--- src/rtl/i2s_tdm_tx.sv ---
`timescale 1ns/1ps
// I2S/TDM master transmitter: sclk/ws/sd generation from pclk, sample FIFO fed by a
// valid/ready stream, whole-frame admission, Philips/MSB/LSB alignment, 16/24/32-bit words.
module i2s_tdm_tx #(
  parameter int NUM_CH     = 2,
  parameter int WORD_W     = 32,
  parameter int SLOT_W     = 32,
  parameter int DIV        = 4,
  parameter int FIFO_DEPTH = 8
) (
  input  logic                          pclk,
  input  logic                          preset,
  input  logic                          en,
  input  logic [1:0]                    standard,
  input  logic [1:0]                    word_size,
  input  logic [WORD_W-1:0]             din,
  input  logic                          din_valid,
  output logic                          din_ready,
  output logic                          sclk,
  output logic                          ws,
  output logic                          sd,
  output logic                          frame_start,
  output logic                          underrun,
  output logic [$clog2(FIFO_DEPTH):0]   fifo_level
);

  localparam int FRAME = NUM_CH * SLOT_W;
  localparam int PW    = $clog2(FRAME);
  localparam int AW    = $clog2(FIFO_DEPTH);
  localparam int LW    = AW + 1;
  localparam int DW    = (DIV > 1) ? $clog2(DIV) : 1;
  localparam int WIW   = $clog2(WORD_W);

  // Stream handshake: a sample transfers on a pclk edge where din_valid && din_ready.
  logic [DW-1:0]     div_q, div_d;
  logic              sclk_q, sclk_d;
  logic              active_q, active_d;
  logic              started_q, started_d;
  logic [PW-1:0]     p_q, p_d;
  logic [1:0]        std_q, std_d;
  logic [1:0]        size_q, size_d;
  logic              admit_q, admit_d;
  logic [WORD_W-1:0] word_q, word_d;
  logic              ws_q, ws_d;
  logic              sd_q, sd_d;
  logic              fs_q, fs_d;
  logic              underrun_q, underrun_d;
  logic [WORD_W-1:0] mem_q [FIFO_DEPTH];
  logic [AW-1:0]     wr_q, wr_d, rd_q, rd_d;
  logic [LW-1:0]     level_q, level_d;

  logic              push, pop, set_ur, clr_ur, hit;
  logic [PW-1:0]     p_now;
  logic [WORD_W-1:0] word_n;
  int                b_now, n_bits, idx, q_pos;

  assign din_ready = (level_q < LW'(FIFO_DEPTH));
  assign push      = din_valid && din_ready;

  always_comb begin
    div_d     = div_q;
    sclk_d    = sclk_q;
    active_d  = active_q | en;
    started_d = started_q;
    p_d       = p_q;
    std_d     = std_q;
    size_d    = size_q;
    admit_d   = admit_q;
    word_d    = word_q;
    ws_d      = ws_q;
    sd_d      = sd_q;
    fs_d      = 1'b0;
    set_ur    = 1'b0;
    clr_ur    = !en && !active_q;
    pop       = 1'b0;
    hit       = 1'b0;
    p_now     = '0;
    word_n    = word_q;
    b_now     = 0;
    n_bits    = 16;
    idx       = 0;
    q_pos     = 0;
    if (en || active_q) begin
      if (div_q == DW'(DIV - 1)) begin
        div_d  = '0;
        sclk_d = ~sclk_q;
        if (sclk_q) begin
          // Falling edge: either stop at a frame boundary or advance the position.
          if (!en && (!started_q || p_q == PW'(FRAME - 1))) begin
            active_d  = 1'b0;
            started_d = 1'b0;
            p_d       = '0;
            ws_d      = 1'b0;
            sd_d      = 1'b0;
            clr_ur    = 1'b1;
          end else begin
            started_d = 1'b1;
            if (started_q && p_q != PW'(FRAME - 1)) p_now = p_q + 1'b1;
            p_d = p_now;
            if (p_now == '0) begin
              fs_d    = 1'b1;
              std_d   = (standard == 2'b11) ? 2'b01 : standard;
              size_d  = (word_size == 2'b11) ? 2'b10 : word_size;
              admit_d = (level_q >= LW'(NUM_CH));
              set_ur  = !admit_d;
            end
            b_now = int'(p_now) % SLOT_W;
            if (admit_d && b_now == 0) begin
              pop    = 1'b1;
              word_n = mem_q[rd_q];
            end
            word_d = word_n;
            case (size_d)
              2'b00:   n_bits = 16;
              2'b01:   n_bits = 24;
              default: n_bits = 32;
            endcase
            if (std_d == 2'b10) begin
              if (b_now >= SLOT_W - n_bits) begin
                hit = 1'b1;
                idx = n_bits - 1 - (b_now - (SLOT_W - n_bits));
              end
            end else if (b_now < n_bits) begin
              hit = 1'b1;
              idx = n_bits - 1 - b_now;
            end
            sd_d  = (admit_d && hit && idx >= 0 && idx < WORD_W) ? word_n[WIW'(idx)] : 1'b0;
            // Philips leads ws by one sclk relative to the slot data.
            q_pos = int'(p_now) + ((std_d == 2'b00) ? 1 : 0);
            if (q_pos >= FRAME) q_pos = q_pos - FRAME;
            ws_d  = (NUM_CH == 2) ? (q_pos >= SLOT_W) : (q_pos == 0);
          end
        end
      end else begin
        div_d = div_q + 1'b1;
      end
    end
    underrun_d = set_ur | (underrun_q & ~clr_ur);
    wr_d       = wr_q + AW'(push);
    rd_d       = rd_q + AW'(pop);
    case ({push, pop})
      2'b10:   level_d = level_q + 1'b1;
      2'b01:   level_d = level_q - 1'b1;
      default: level_d = level_q;
    endcase
  end

  always_ff @(posedge pclk) begin
    if (preset) begin
      div_q      <= '0;
      sclk_q     <= 1'b0;
      active_q   <= 1'b0;
      started_q  <= 1'b0;
      p_q        <= '0;
      std_q      <= 2'b01;
      size_q     <= 2'b10;
      admit_q    <= 1'b0;
      word_q     <= '0;
      ws_q       <= 1'b0;
      sd_q       <= 1'b0;
      fs_q       <= 1'b0;
      underrun_q <= 1'b0;
      wr_q       <= '0;
      rd_q       <= '0;
      level_q    <= '0;
    end else begin
      div_q      <= div_d;
      sclk_q     <= sclk_d;
      active_q   <= active_d;
      started_q  <= started_d;
      p_q        <= p_d;
      std_q      <= std_d;
      size_q     <= size_d;
      admit_q    <= admit_d;
      word_q     <= word_d;
      ws_q       <= ws_d;
      sd_q       <= sd_d;
      fs_q       <= fs_d;
      underrun_q <= underrun_d;
      wr_q       <= wr_d;
      rd_q       <= rd_d;
      level_q    <= level_d;
    end
  end

  always_ff @(posedge pclk) begin
    if (push && !preset) mem_q[wr_q] <= din;
  end

  assign sclk        = sclk_q;
  assign ws          = ws_q;
  assign sd          = sd_q;
  assign frame_start = fs_q;
  assign underrun    = underrun_q;
  assign fifo_level  = level_q;

endmodule

--- config.mk ---
export PLATFORM = sky130hd
export DESIGN_NAME = i2s_tdm_tx
export DESIGN_NICKNAME = d
export VERILOG_FILES = /design/src/rtl/i2s_tdm_tx.sv
export SDC_FILE = /design/constraint.sdc
export NUM_CORES = 1
export LEC_CHECK = 0
export CORE_UTILIZATION = 50
export CTS_CLUSTER_SIZE = 40
export DETAILED_ROUTE_END_ITERATION = 8
export DONT_BUFFER_PORTS = 1
export PLACE_DENSITY = 0.72
export SYNTH_ARGS = -nofsm -noshare
export SYNTH_HDL_FRONTEND = slang
export SYNTH_SLANG_ARGS = --single-unit
--- constraint.sdc ---
create_clock -name pclk -period 4.7 [get_ports pclk]
set_input_delay 0.47 -clock pclk [delete_from_list [all_inputs] [get_ports pclk]]
set_output_delay 0.47 -clock pclk [all_outputs]
set_load 0.05 [all_outputs]
==> key figures, run 1 <==
STA
  – FMAX: 227 MHz
  – Tcrit/Tclk final: 0.937
  – Hold Slack: roughly 0.024 ns
  – Post-layout min period: about 4.4 ns
  – Setup_tns: 0 ns
  – Final Skew: roughly 0.017 ns
  – Rel. slew slack: 0.340
  – # setup viols final: 0
  – Fin. max-slew vios: 0
  – Unrepaired setup endpoints after global routing: false
  – Final Hold Vio Count: 0
  – Slew @ Worst Pin: between 0.9 and 1 ns

Floorplan
  – IO Pins: 50
  – # rows: 60
  – Die Area: about 28000 µm²
  – Core Box Area: about 27000 µm²
  – Initial core utilization: 0.508
  – Die W: 167 µm
  – DIE HEIGHT: around 170 µm

GRT
  – Pin count of the biggest net entering global routing: 65
  – GR peak layer: met2
  – Met1 global-route usage: 0.273
  – Met2 Use GR: 0.337
  – Congestion Overflow GR: 0
  – Tot GR Track Use: 0.203
  – Number of global-route vias before repair: approximately 7600
  – Initial antenna violation count: 0
  – Met3 GRT Util: 0.0383
  – First-pass GRT wire length: 43400 µm

Synth
  – Post-Synthesis Cell Area: about 14000 µm²
  – Number of register bits inferred by synthesis: roughly 320
  – Mapped Avg Cell Area: 15.7 µm²
  – Synth unique cells: 63
  – Dominant cell type by area after synthesis: edfxtp_1
  – Synth top area share: 0.563
  – Cell count after synthesis: just under 900
  – Yosys warns: 0
  – Sequential share of the synthesized area: 0.654
  – Main flop type after synthesis: edfxtp_1
  – Fraction of registers with async set/reset: 0
  – Synth area leaders: edfxtp_1 56%, mux4_2 11%, dfxtp_1 9.1%, ha_1 2.9%, nor2_1 2.6%
  – Number of flops mapped to enable cells by yosys: 256

Clock network
  – H-Tree Depth: 2
  – CTS Buf Count: 34
  – Deepest clock path buffer count: 3
  – Clk_lat worst skew: 0.52 ns
  – Hold buffers post-CTS: 0
  – Worst-path clk slew: around 0.06 ns
  – Clock Sinks: roughly 320
  – Root Driver: clkbuf_16
  – CTS tree: yes

Placement
  – IO buf count: 0
  – Placed insts: 1202
  – DPL Wire Length: 16800 µm
  – GP Congestion: 0.898

Setup path
  – CP Data Required Time: 5.10 ns
  – CP Launch Type: flip-flop
  – Critical Path AT: ~4.8 ns
  – Crit path kind: flip-flop to flip-flop
  – CP max FO: 10
  – Crit. End Element: flip-flop

Pwr
  – PD cells: ~390 nW/µm²
  – Leakage: 4.99 nW
  – Pwr Total: between 0.005 and 0.006 W
  – Max VDD drop: between 0.3 and 0.4 mV

Status
  – Result of the run: complete, no violations

Run
  – Max cap viols: 0

Final layout
  – Finished Layout Cells: roughly 1300
  – Commonest non-fill, non-tap cell in the layout: edfxtp_1
  – Area delta synth->final: 12.5%
  – Area of the multi-input gates: around 4600 µm²
  – Share of cells above drive strength 1: 0.207
  – Fill count: 2038
  – Commonest non-fill, non-tap cells in the layout: 256 x edfxtp_1, 88 x nor2_1, 69 x mux4_2, 59 x dfxtp_1, 34 x clkbuf_16
  – Final nets: slightly below 1000
  – Storage cell area: between 8000 and 9000 µm²
  – Inserted Diodes: 0

Routing
  – Drt wl/cell: about 22 µm
  – DRC viols: 0
  – Drt total wl: 27700 µm
  – Initial DRC count: approximately 630
  – Post-DRT Antenna Nets: 0
  – Avg Vias per Cell: a little under 6
  – Vias: around 7500
  – Drt first pass iters: 5

Min path
  – Worst Hold Class: input port to flip-flop
==> per-stage QoR <==
step	setup WS [ns]	instance area, µm²	utilization
5_1_grt	0.00692	15400	0.572
3_3_place_gp	0.353	14200	0.528
2_1_floorplan	0.505	13700	-
3_5_place_dp	0.223	14200	0.528
6_report	0.297	15400	0.572
4_1_cts	0.209	15300	0.570
==> final cells by class <==
type | instances | area share
clock buffers | 40 | 0.0575
clock inverters | 20 | 0.0149
inverters | 24 | 0.00586
multi-input cells | 497 | 0.297
flip-flops and latches | 318 | 0.581
well taps | 341 | 0.0278
repair buffers | 30 | 0.0155
==> Yosys cell counts, types with 4 or more instances <==
master / instances
nand2b_1: 8
mux4_2: 69
edfxtp_1: 256
nor3_1: 32
o21ai_0: 10
buf_2: 7
or3_1: 4
nand4_1: 4
xnor2_1: 10
dfxtp_1: 62
a21oi_1: 23
a21o_1: 8
mux2i_1: 27
o211ai_1: 15
nand3_1: 12
nor2_1: 94
clkbuf_1: 27
nand2_1: 16
ha_1: 32
nor2b_1: 9
o22ai_1: 6
xor2_1: 7
inv_1: 20
a21boi_0: 9
mux2_2: 16
a211oi_1: 24
o211a_1: 4
==> routing by layer <==
layer,up-vias,part of all wire,wire length (µm)
li1,3474,-,-
met1,3786,0.44,12100
met2,199,0.49,13500
met3,51,0.050,1390
met4,0,0.026,719
met5,-,0,0
==> report_power, final <==
group	switching, W	total (W)	internal [W]
Sequential	0.0000207	0.00310	0.00308
Combinational	0.000109	0.000184	0.0000751
Clock	0.00109	0.00267	0.00158
==> path summary, 6_finish.rpt <==
path	from	to	slack, ns	cells after the start
worst max-delay path	p_q[1]$_SDFFE_PP0P_	sd$_SDFFE_PP0P_	0.30	19
worst min-delay path	preset	size_q[0]$_SDFFE_PP0P_	0.02	1
worst max register to register	p_q[1]$_SDFFE_PP0P_	sd$_SDFFE_PP0P_	0.30	19
worst min register to register	div_q[1]$_SDFFE_PP0N_	div_q[1]$_SDFFE_PP0N_	0.45	2
==> cells by family (layout without fill, tap and decap cells) <==
kind of cell | Yosys count | count (layout) | share of synthesized area
flip-flops | 318 | 318 | 0.654
AND/OR/NAND/NOR | 198 | 198 | 0.0682
AO/OA/AOI/OAI | 126 | 126 | 0.0677
multiplexers | 114 | 114 | 0.150
buffers and inverters | 62 | 114 | 0.0182
adder cells (fa/ha/maj) | 33 | 33 | 0.0308
XOR/XNOR | 17 | 17 | 0.0109
other | 2 | 9 | 0.000550
==> registers in the layout (all words and copies together), names as in the netlist <==
signal and count:
active_q 1, admit_q 1, div_q 2, fifo_level 4, frame_start 1, mem_q 256
p_q 6, rd_q 3, sclk 1, sd 1, size_q 2, started_q 1
std_q 2, underrun 1, word_q 32, wr_q 3, ws 1
==> worst max-delay path, cell delays in order (launching register included) <==
cell and delay (ns):
dfxtp_1 0.39, ha_1 0.23, xor2_1 0.15, and2_1 0.27
inv_2 0.10, ha_1 0.29, o211ai_4 0.20, nand3_1 0.13
o21a_1 0.14, ha_1 0.30, inv_1 0.10, o2111ai_1 0.10
and2_1 0.24, a2bb2oi_4 0.22, nor2_4 0.25, buf_4 0.16
mux4_2 0.48, a211oi_1 0.29, o211ai_1 0.12, o211a_1 0.13
==> timing repair <==
action | CTS | global route
gates resized for setup | 0 | 1
setup endpoints to repair | 0 | 1
buffers inserted | 0 | 8
Power figures use the tool's default switching activity.
==> inputs of run 2 (changes only) <==
--- a/config.mk
+++ b/config.mk
@@ -5,6 +5,7 @@
 export SDC_FILE = /design/constraint.sdc
 export NUM_CORES = 1
 export LEC_CHECK = 0
+export CORE_ASPECT_RATIO = 1.2
 export CORE_UTILIZATION = 50
 export CTS_CLUSTER_SIZE = 40
 export DETAILED_ROUTE_END_ITERATION = 8
==> key figures, run 2 (synthesized netlist as in run 1, its figures left out) <==
Setup path
  – Worst-path cell chain: ha_1 > xor2_1 > and2_1 > inv_2 > ha_1 > o211ai_4 > nand3_1 > o21a_1 > ha_1 > inv_1 > o2111ai_1 > and2_0 > a2bb2oi_4 > nor2_4 > mux4_2 > a2111oi_2 > o211ai_1 > o211a_1 (was ha_1 > xor2_1 > and2_1 > inv_2 > ha_1 > o211ai_4 > nand3_1 > o21a_1 > ha_1 > inv_1 > o2111ai_1 > and2_1 > a2bb2oi_4 > nor2_4 > buf_4 > mux4_2 > a211oi_1 > o211ai_1 > o211a_1)
  – CP Data Required Time: 5.15 ns (was 5.10 ns)
  – FF-to-FF Start: p_q[1]$_SDFFE_PP0P_ (unchanged)
  – Crit path kind: flip-flop to flip-flop (unchanged)
  – CP most frequent cell: ha_1 (unchanged)
  – CP Launch Point: p_q[1]$_SDFFE_PP0P_ (unchanged)
  – Crit path largest cell delay: 0.54 ns (was 0.48 ns)
  – CP max-delay cell: mux4_2 (unchanged)
  – CP max FO: 10 (unchanged)
  – CP Launch Type: flip-flop (unchanged)
  – Crit. End Element: flip-flop (unchanged)
  – Critical Path AT: 4.76 ns (was 4.81 ns)

Final layout
  – Max reg flops: 256 (unchanged)
  – Area delta synth->final: 13.9% (was 12.5%)
  – Largest regs: mem_q: 256 flops, word_q: 32 flops, p_q: 6 flops (unchanged)
  – Share of cells above drive strength 1: 0.188 (was 0.207)
  – Final nets: 1013 (was 978)
  – Commonest non-fill, non-tap cells in the layout: 256 x edfxtp_1, 88 x nor2_1, 69 x mux4_2, 59 x dfxtp_1, 37 x dlygate4sd3_1 (was 256 x edfxtp_1, 88 x nor2_1, 69 x mux4_2, 59 x dfxtp_1, 34 x clkbuf_16)
  – Inserted Diodes: 0 (unchanged)
  – Commonest non-fill, non-tap cell in the layout: edfxtp_1 (unchanged)
  – Largest register by flop count: mem_q (unchanged)

Status
  – Result of the run: complete, no violations (unchanged)

Pwr
  – Combinational share of power: 0.044 (was 0.031)
  – PD cells: 359 nW/µm² (was 387 nW/µm²)
  – Leakage: 5.05 nW (was 4.99 nW)
  – Sw Ratio: 0.206 (was 0.205)
  – Flop pwr share: 0.554 (was 0.521)
  – Sw Pwr: 0.00115 W (was 0.00122 W)
  – Max VDD drop: 0.299 mV (was 0.317 mV)
  – Internal: 0.00444 W (was 0.00473 W)
  – Clk pwr share: 0.402 (was 0.448)
  – Pwr Total: 0.00559 W (was 0.00595 W)

Clock network
  – Clock Sinks: 318 (unchanged)
  – CTS tree: yes (unchanged)
  – Deepest clock path buffer count: 3 (unchanged)
  – CTS Buf Count: 31 (was 34)
  – Clk_lat worst skew: 0.55 ns (was 0.52 ns)
  – Root Driver: clkbuf_16 (unchanged)
  – Worst-path clk slew: 0.06 ns (about the same)
  – H-Tree Depth: 1 (was 2)

Placement
  – GP Congestion: 0.933 (was 0.898)
  – IO buf count: 0 (unchanged)
  – DPL Wire Length: 17400 µm (was 16800 µm)

GRT
  – Pin count of the biggest net entering global routing: 59 (was 65)
  – Congestion Overflow GR: 0 (unchanged)
  – Number of global-route vias before repair: 7875 (was 7602)
  – Initial antenna violation count: 0 (unchanged)
  – First-pass GRT wire length: 44400 µm (was 43400 µm)
  – Tot GR Track Use: 0.207 (was 0.203)

STA
  – Slew @ Worst Pin: 0.908 ns (was 0.990 ns)
  – Tcrit/Tclk final: 0.918 (was 0.937)
  – # setup viols final: 0 (unchanged)
  – FMAX: 232 MHz (was 227 MHz)
  – Fin. max-slew vios: 0 (unchanged)
  – Unrepaired setup endpoints after global routing: false (unchanged)
  – Setup_tns: 0 ns (unchanged)
  – Final Hold Vio Count: 0 (unchanged)
  – Post-layout min period: 4.31 ns (was 4.40 ns)
  – Final Skew: 0.00959 ns (was 0.0166 ns)
  – Rel. slew slack: 0.393 (was 0.340)

Routing
  – Drt wl/cell: 21.6 µm (was 21.8 µm)
  – Post-DRT Antenna Nets: 0 (unchanged)
  – DRC viols: 0 (unchanged)
  – Avg Vias per Cell: 5.89 (was 5.91)
  – Drt first pass iters: 5 (unchanged)
  – Initial DRC count: 466 (was 628)
  – Drt total wl: 27900 µm (was 27700 µm)
  – Vias: 7623 (was 7510)

Floorplan
  – # rows: 65 (was 60)
  – Initial core utilization: 0.514 (was 0.508)
  – DIE HEIGHT: 183 µm (was 167 µm)
  – Die W: 153 µm (was 167 µm)
  – Core Box Area: 26600 µm² (was 26900 µm²)
  – IO Pins: 50 (unchanged)
  – Die Area: 28000 µm² (about the same)

Min path
  – Hold path start: preset (unchanged)
  – Worst Hold Class: input port to flip-flop (unchanged)

Run
  – Max cap viols: 0 (unchanged)
==> run 2: cell types whose count changed in the layout (fill, tap and decap cells not counted), moves of 3 or more <==
cell           previous run  this run
clkbuf_1                  5        10
clkinv_2                  8         3
dlygate4sd3_1             0        37
clkbuf_16                34        31
bufinv_16                 4         1
==> run 2: critical path: cells and delay by family (launching register included) <==
family | cells | cell delay (ns)
adders and majority gates | 3 | 0.83
DFF | 1 | 0.38
muxes | 1 | 0.54
buffers and inverters | 2 | 0.18
and+or+nand+nor | 4 | 0.84
AOI/OAI and AO/OA | 7 | 1.28
xor gates and xnor gates | 1 | 0.14
==> run 2: cell type report <==
type	count	area [µm²]
clock buffer	41	813
clock inverter	12	88.8
fill	2023	11000
inverter	24	90.1
multi-input combinational	497	4560
sequential	318	8930
tap	335	419
timing repair buffer	68	648
==> run 2: metrics by stage <==
step / hold WS (ns) / cells / utilization / instance area (µm²) / setup slack, ns
after global placement: 0.438 / 1197 / 0.534 / 14200 / 0.453
after floorplan: 0.436 / 877 / - / 13700 / 0.505
after detailed placement: 0.458 / 1197 / 0.534 / 14200 / 0.353
after global routing: 0.00520 / 1295 / 0.585 / 15600 / 0.0283
final: 0.0272 / 1295 / 0.585 / 15600 / 0.386
after CTS: 0.00622 / 1288 / 0.583 / 15500 / 0.338
==> run 2: power by group through the flow <==
| stage | Combinational [W] | Clock [W] | Sequential (W) |
|---|---|---|---|
| after floorplan | 0.000134 | 0 | 0.00316 |
| after CTS | 0.000241 | 0.00229 | 0.00310 |
| after detailed placement | 0.000180 | 0 | 0.00316 |
| final | 0.000245 | 0.00225 | 0.00310 |
| after global routing | 0.000271 | 0.00240 | 0.00310 |
| after global placement | 0.000179 | 0 | 0.00316 |
==> run 2: worst paths after layout <==
path	endpoint	slack [ns]	cells after the start
max	sd$_SDFFE_PP0P_	0.39	18
min	frame_start$_SDFF_PP0_	0.03	1
max reg2reg	sd$_SDFFE_PP0P_	0.39	18
min reg2reg	div_q[1]$_SDFFE_PP0N_	0.47	2
==> run 2: per-layer routing <==
metal  part of all wire  global-route usage  vias to the layer above
li1                   -                   -                     3542
met3              0.037              0.0274                       51
met5                  0                   0                        -
met1               0.42               0.268                     3861
met4              0.031              0.0760                        0
met2               0.51               0.361                      169
==> run 2: timing repair <==
| item | in CTS | in global routing |
|---|---|---|
| setup endpoints to repair | 0 | 1 |
| setup buffers | 0 | 7 |
| gates resized for setup | 0 | 0 |
| hold endpoints to repair | 305 | 0 |
| hold buffers | 38 | 0 |
==> inputs of run 3 (changes only) <==
--- a/config.mk
+++ b/config.mk
@@ -11,6 +11,7 @@
 export DETAILED_ROUTE_END_ITERATION = 8
 export DONT_BUFFER_PORTS = 1
 export PLACE_DENSITY = 0.72
+export SKIP_LAST_GASP = 1
 export SYNTH_ARGS = -nofsm -noshare
 export SYNTH_HDL_FRONTEND = slang
 export SYNTH_SLANG_ARGS = --single-unit
==> results of run 3 <==
Same layout as run 2: the final DEF is identical, and so are final timing and power.
